[src/rtl/serial_subtractor.sv]
// Bit-serial two's-complement subtractor (diff = A - B) with N/Z/C/V flags, LSB first, one bit per clock.
// Define SERIAL_SUB_ADD_MODE_EN to add an 'op' input selecting add (op=0) or subtract (op=1).
module serial_subtractor #(
    parameter int WIDTH = 64
) (
    input  logic             clk,
    input  logic             reset_n,
    input  logic             start,
`ifdef SERIAL_SUB_ADD_MODE_EN
    input  logic             op,
`endif
    input  logic [WIDTH-1:0] A,
    input  logic [WIDTH-1:0] B,
    output logic             busy,
    output logic             done,
    output logic [WIDTH-1:0] diff,
    output logic             negative,
    output logic             zero,
    output logic             carry,
    output logic             overflow
);

    typedef enum logic [1:0] {
        IDLE  = 2'd0,
        SHIFT = 2'd1,
        DONE  = 2'd2
    } state_t;

    localparam int CW = (WIDTH > 1) ? $clog2(WIDTH) : 1;
    localparam logic [CW-1:0] LAST = CW'(WIDTH - 1);

    state_t           state_reg;
    state_t           state_next;
    logic [CW-1:0]    cnt_reg;
    logic [WIDTH-1:0] a_reg;
    logic [WIDTH-1:0] b_reg;
    logic [WIDTH-1:0] res_reg;
    logic             c_reg;
    logic             acc_reg;
    logic             sub_reg;

    logic             b_bit;
    logic             s_bit;
    logic             c_next;
    logic             last_bit;

`ifdef SERIAL_SUB_ADD_MODE_EN
    logic             op_sel;
    assign op_sel = op;
`else
    logic             op_sel;
    assign op_sel = 1'b1;
`endif

    // Subtraction is A + ~B + 1: invert B's bit and seed the carry flop with 1.
    assign b_bit    = sub_reg ? ~b_reg[0] : b_reg[0];
    assign s_bit    = a_reg[0] ^ b_bit ^ c_reg;
    assign c_next   = (a_reg[0] & b_bit) | (a_reg[0] & c_reg) | (b_bit & c_reg);
    assign last_bit = (cnt_reg == LAST);

    always_ff @(posedge clk or negedge reset_n) begin
        if (!reset_n) begin
            state_reg <= IDLE;
        end else begin
            state_reg <= state_next;
        end
    end

    always_comb begin
        state_next = state_reg;
        unique case (state_reg)
            IDLE:    if (start) state_next = SHIFT;
            SHIFT:   if (last_bit) state_next = DONE;
            DONE:    state_next = IDLE;
            default: state_next = IDLE;
        endcase
    end

    always_comb begin
        busy = 1'b0;
        done = 1'b0;
        unique case (state_reg)
            IDLE:    busy = 1'b0;
            SHIFT:   busy = 1'b1;
            DONE: begin
                busy = 1'b1;
                done = 1'b1;
            end
            default: busy = 1'b0;
        endcase
    end

    always_ff @(posedge clk or negedge reset_n) begin
        if (!reset_n) begin
            a_reg    <= '0;
            b_reg    <= '0;
            res_reg  <= '0;
            cnt_reg  <= '0;
            c_reg    <= 1'b0;
            acc_reg  <= 1'b0;
            sub_reg  <= 1'b1;
            diff     <= '0;
            negative <= 1'b0;
            zero     <= 1'b0;
            carry    <= 1'b0;
            overflow <= 1'b0;
        end else begin
            unique case (state_reg)
                IDLE: begin
                    if (start) begin
                        a_reg   <= A;
                        b_reg   <= B;
                        sub_reg <= op_sel;
                        c_reg   <= op_sel;
                        cnt_reg <= '0;
                        acc_reg <= 1'b0;
                    end
                end
                SHIFT: begin
                    a_reg   <= a_reg >> 1;
                    b_reg   <= b_reg >> 1;
                    res_reg <= {s_bit, res_reg[WIDTH-1:1]};
                    acc_reg <= acc_reg | s_bit;
                    c_reg   <= c_next;
                    cnt_reg <= cnt_reg + CW'(1);
                    // Results are published only here, so they hold through later operations.
                    if (last_bit) begin
                        diff     <= {s_bit, res_reg[WIDTH-1:1]};
                        negative <= s_bit;
                        zero     <= ~(acc_reg | s_bit);
                        carry    <= c_next;
                        overflow <= c_reg ^ c_next;
                    end
                end
                default: begin
                end
            endcase
        end
    end

endmodule

[config.mk]
export PLATFORM = sky130hd
export DESIGN_NAME = serial_subtractor
export DESIGN_NICKNAME = d
export VERILOG_FILES = /design/src/rtl/serial_subtractor.sv
export SDC_FILE = /design/constraint.sdc
export NUM_CORES = 1
export LEC_CHECK = 0
export BUFFER_PORTS_ARGS = -buffer_cell sky130_fd_sc_hd__buf_4
export CAP_MARGIN = 40
export CORE_ASPECT_RATIO = 0.9
export CORE_MARGIN = 5
export CORE_UTILIZATION = 30
export CTS_CLUSTER_DIAMETER = 200
export CTS_CLUSTER_SIZE = 28
export DETAILED_ROUTE_END_ITERATION = 10
export SYNTH_ARGS = -nofsm -noshare
export SYNTH_HDL_FRONTEND = slang
export SYNTH_SLANG_ARGS = --single-unit
[constraint.sdc]
create_clock -name clk -period 4.2 [get_ports clk]
set_clock_uncertainty 0.2 [all_clocks]
set_input_delay 0.21 -clock clk [delete_from_list [all_inputs] [get_ports clk]]
set_output_delay 0.21 -clock clk [all_outputs]
set_load 0.05 [all_outputs]
==> results of run 1 <==
## how the worst min path moves through the flow
| stage | startpoint | endpoint | slack, ns |
|---|---|---|---|
| after floorplan | reset_n | a_reg[0] | -0.29 |
| after global placement | reset_n | diff[32] | 0.14 |
| after detailed placement | reset_n | diff[32] | 0.14 |
| after CTS | reset_n | res_reg[35] | 0.20 |
| after global routing | reset_n | diff[32] | 0.26 |
| final | reset_n | diff[32] | 0.17 |
## cell families (layout without fill, tap and decap cells)
| kind of cell | count (synthesis) | count (layout) | share of synthesized area (%) |
|---|---|---|---|
| XOR/XNOR | 1 | 1 | 0.0775 |
| adder cells (fa/ha/maj) | 5 | 5 | 0.620 |
| flip-flops | 268 | 268 | 59.3 |
| buffers and inverters | 67 | 359 | 2.72 |
| AO/OA/AOI/OAI | 149 | 149 | 6.98 |
| AND/OR/NAND/NOR | 153 | 153 | 5.34 |
| multiplexers | 255 | 255 | 24.9 |
| other | 0 | 2 | 0 |
## per-stage QoR
step                      cells  hold slack (ns)  util [%]
after global routing       1675            0.265      40.1
after floorplan             898           -0.286         -
final                      1675            0.170      40.1
after global placement     1529            0.141      35.7
after CTS                  1673            0.201      40.1
after detailed placement   1529            0.143      35.7
## cell usage in the layout (no fill, tap or decap), drive strengths merged, types with 2 or more instances in the layout
cell type	instances
dfrtp	268
buf	209
nand2	140
o21ai	134
dlygate4sd3	130
mux2	128
mux2i	127
clkbuf	13
inv	6
ha	4
and3	3
o31ai	3
nor2b	3
diode	2
a21oi	2
nor2	2
nand3	2
## report_power, final
part	internal (mW)	leakage (nW)	total [mW]	switching [mW]
logic	1.21	3.63	2.58	1.37
clock network	0.570	0.167	1.39	0.816
registers	3.32	3.51	3.75	0.430
## critical path: stages, from the launching register on
cell     delay [ns]
dfrtp_1        0.41
inv_1          0.12
ha_4           0.41
inv_1          0.29
or3_4          0.74
buf_4          0.37
mux2_4         0.32
## metal layers
layer | global-route usage, % | vias to the layer above
met1 | 16.1 | 3594
met5 | 0 | -
li1 | - | 3701
met2 | 18.6 | 142
met3 | 2.75 | 21
met4 | 1.88 | 0
## area by class of cell
class                   count  area share, %
multi-input cells         563           28.9
clock buffers              13           2.18
inverters                   6          0.151
repair buffers            339           19.6
diodes                      2         0.0335
clock inverters             1          0.109
flip-flops and latches    268           44.9
well taps                 483           4.05
==> results_dict.tcl, run 1 <==
set metrics [dict create \
    outcome "complete, no violations" \
    async_flop_share_pct 100 \
    hold_violations 0 \
    drt_first_pass_iters 6 \
    synth_common_cells "dfrtp_1, nand2_1, o21ai_0, mux2i_1, mux2_2" \
    clock_path_buffers 3 \
    vias 7458 \
    netlist_instances 898 \
    cts_tree "built" \
    antenna_left 0 \
    top_layer "met4" \
    ys_types 35 \
    ir_worst_vdd_v 0.000513 \
    drv_slew 0 \
    grt_pass1_vias 7860 \
    slew_headroom_pct 34.4 \
    min_period_ns 3.01 \
    power_density_nw_per_um2 517 \
    synth-seq-cells 268 \
    wl_per_cell_um 14.7 \
    met2RoutedLength_um 11400 \
    yosysTopAreaCell "dfrtp_1" \
    min_path_type "input pin to async pin" \
    syn2layout_area_growth_pct 32.1 \
    fin_tns_setup_ns 0 \
    fin_nets 1327 \
    setup_viol 0 \
    setup_slack_ns 1.19 \
    antenna_found_initial 2 \
    drt-total-wl_um 24600 \
    critPathRequiredTime_ns 4.37 \
    multiInputGateArea_um2 4320 \
    clkTransAtPathRegs_ns 0.10 \
    p_total_mw 7.72 \
    root_buffer "clkbuf_16" \
    wl_met1_um 11500 \
    synth_area_leaders "dfrtp_1, mux2i_1, mux2_2, o21ai_0, nand2_1" \
    worstSetupStartpoint "state_reg[1]" \
    tightestPinTransition_ns 0.984 \
    crit_arrival_ns 3.18 \
    hpwl_um 15800 \
    synth.top_cell.area_share_pct 59.3 \
    end_kind "register" \
    synth_ff_type "dfrtp_1" \
    drive_gt1_share_pct 29.8 \
    die_area_um2 41700 \
    die_h_um 194 \
    syn_avg_cell_area_um2 12.6 \
    synth.most_common_cell "dfrtp_1" \
    viasPerCell 4.45 \
    core_um2 37200 \
    max_cap_violations 0 \
    seq_area_um2 6710 \
    ios 201 \
    cts_buffers 13 \
    cts-hold-fix-buffers 130 \
    r2r_start "state_reg[1]" \
    overflow 0 \
    grt_pass1_wl_um 41300 \
    timing.rr.end "diff[19]" \
    drt_iter0_drc 411 \
    yosys_warnings 0 \
    rr_worst_depth 6 \
    yosysSeqAreaShare_pct 59.3 \
    worstSkewPairLatency_ns 0.48 \
    start_util_pct 30.4 \
    htree_levels 1 \
    start_kind "register" \
    rsz0062_at_grt "no" \
    wl_met3_um 1280 \
    grt_max_degree 141 \
    critPathKind "register to register" \
    fill_cells 3540 \
    cts_sinks 268 \
    finalCritPeriodShare_pct 71.6 \
    syn_nets 1034 \
    place_area_um2 13300 \
    grt_usage_pct 11.5 \
    io_buffers 200 \
    max_freq_ghz 0.332 \
    r2r_slack_ns 1.19 \
    dpl_worst_slack_ns 1.19 \
    gp_congestion 0.711 \
    critPathMaxFanout 51 \
    setup.worst_path.end "diff[19]" \
    fp.dieW_um 215 \
    final_area_um2 14900 \
    rows 67 \
    drc 0 \
    post_cts_buffers 0 \
    post_cts_resized 0 \
    leakagePower_nw 7.30 \
    synth_edf_count 0 \
    syn_area_um2 11300 \
]
(Power assumes the default switching activity.)
==> inputs of run 2 (changes only) <==
==> constraint.sdc (replaced) <==
create_clock -name clk -period 2.9 [get_ports clk]
set_clock_uncertainty 0.2 [all_clocks]
set_input_delay 0.145 -clock clk [delete_from_list [all_inputs] [get_ports clk]]
set_output_delay 0.145 -clock clk [all_outputs]
set_load 0.05 [all_outputs]
==> run 2 against run 1 <==
Net effect: register-to-register slack lost 1.0 ns; worst setup slack worse by 1.0 ns; total power increased by 47%; largest cell class unchanged.
==> results_dict.tcl, run 2 (synthesized netlist as in run 1, its figures left out) <==
set metrics [dict create \
    start_util_pct 30.4 \
    drive_gt1_share_pct 30.4 \
    max_stage_delay_ns 0.56 \
    critPathRequiredTime_ns 3.07 \
    ios 201 \
    cts_sinks 268 \
    final_common_cell "dfrtp_1" \
    core_um2 37200 \
    clock_path_buffers 3 \
    cts_buffers 13 \
    overflow 0 \
    fp.dieW_um 215 \
    syn2layout_area_growth_pct 33.9 \
    max_freq_ghz 0.369 \
    min_path_type "input pin to async pin" \
    rows 67 \
    hold_violations 0 \
    finalCritPeriodShare_pct 93.5 \
    grt_max_degree 96 \
    drt_first_pass_iters 4 \
    drc 0 \
    max_cap_violations 0 \
    setup_viol 0 \
    drt_iter0_drc 358 \
    r2r_start "state_reg[1]" \
    fin_tns_setup_ns 0 \
    critPathTopFamily "buffers and inverters" \
    fill_cells 3530 \
    diodes 0 \
    htree_levels 1 \
    gp_congestion 0.739 \
    drt-total-wl_um 24700 \
    clkTransAtPathRegs_ns 0.11 \
    critPathMaxFanout 95 \
    p_total_mw 11.3 \
    start_kind "register" \
    min_period_ns 2.71 \
    cts_tree "built" \
    slew_headroom_pct 59.4 \
    grt_usage_pct 11.8 \
    final_cell_mix "dfrtp_1, buf_4, nand2_1, dlygate4sd3_1, o21ai_0" \
    tightestPinTransition_ns 0.608 \
    viasPerCell 4.49 \
    end_kind "register" \
    drv_slew 0 \
    wl_per_cell_um 14.6 \
    post_cts_buffers 0 \
    antenna_found_initial 0 \
    antenna_left 0 \
    grt_pass1_wl_um 42000 \
    worstSetupStartpoint "state_reg[1]" \
    crit_arrival_ns 2.88 \
    rsz0062_at_grt "no" \
    critPathSlowestCell "dlygate4sd3_1" \
    grt_pass1_vias 8007 \
    outcome "complete, no violations" \
    vias 7596 \
    root_buffer "clkbuf_16" \
    power_density_nw_per_um2 750 \
    critPathKind "register to register" \
    ir_worst_vdd_v 0.000438 \
    worstSkewPairLatency_ns 0.49 \
    leakagePower_nw 7.42 \
    crit_chain "inv_1, ha_4, buf_12, buf_6, mux2i_1, o21ai_0, dlygate4sd3_1" \
    die_area_um2 41700 \
    fin_nets 1347 \
    io_buffers 200 \
    hpwl_um 16100 \
    die_h_um 194 \
    path_buf_inv 4 \
]
==> run 2: cell types whose count changed in the layout (fill, tap and decap cells not counted), sizes merged <==
| cell | change |
|---|---|
| buf | +13 |
| dlygate4sd3 | +7 |
| diode | -2 |
==> run 2: worst paths after layout <==
check | endpoint | slack (ns) | depth (start not counted)
max reg2reg | b_reg[7] | 0.19 | 7
min reg2reg | b_reg[46] | 0.29 | 2
max in group asynchronous | b_reg[18] | 1.68 | 3
max | b_reg[7] | 0.19 | 7
min in group clk | b_reg[63] | 0.27 | 4
min | diff[36] | 0.04 | 2
==> run 2: area by class of cell <==
cell class	instances	area (um^2)	area share [%]
sequential	268	6710	44.3
timing repair buffer	359	3140	20.7
tap	483	604	3.99
clock buffer	13	325	2.15
inverter	6	22.5	0.149
multi-input combinational	563	4320	28.5
clock inverter	1	16.3	0.107
==> run 2: layer usage <==
metal  part of all wire [%]  vias to the layer above  global-route usage, %
met1                     47                     3698                   16.1
li1                       -                     3729                      -
met4                    1.8                        0                   2.24
met3                    4.9                       27                   2.59
met5                      0                        -                      0
met2                     46                      142                   19.4
==> run 2: worst reg2reg max path: cells and delay by family, from the launching register on <==
kind / cells / cell delay [ns]
multiplexers: 1 / 0.23
adder cells (fa/ha/maj): 1 / 0.16
buffers and inverters: 4 / 1.50
flip-flops: 1 / 0.42
AO/OA/AOI/OAI: 1 / 0.08
==> run 2: what timing repair did <==
action,in CTS,in global routing
hold buffers,137,0
gates resized for setup,0,1
endpoints found under the setup margin,0,3
hold endpoints to repair,401,0
==> run 2: power by group <==
group	total [mW]	leakage, nW	switching (mW)	internal (mW)
logic	3.91	3.74	2.02	1.89
clock network	2.00	0.167	1.17	0.826
registers	5.44	3.51	0.626	4.81
total	11.3	7.42	3.82	7.53
==> run 2: through the flow <==
stage          instance area (um^2)  util (%)  hold WS [ns]  std cells  worst slack [ns]
2_1_floorplan                 11300         -        -0.351        898             0.727
3_3_place_gp                  13400      36.0       -0.0231       1542             0.504
3_5_place_dp                  13400      36.0       -0.0183       1542             0.446
4_1_cts                       15100      40.6        0.0383       1693            0.0248
5_1_grt                       15100      40.7        0.0893       1693            0.0191
6_report                      15100      40.7        0.0421       1693             0.190
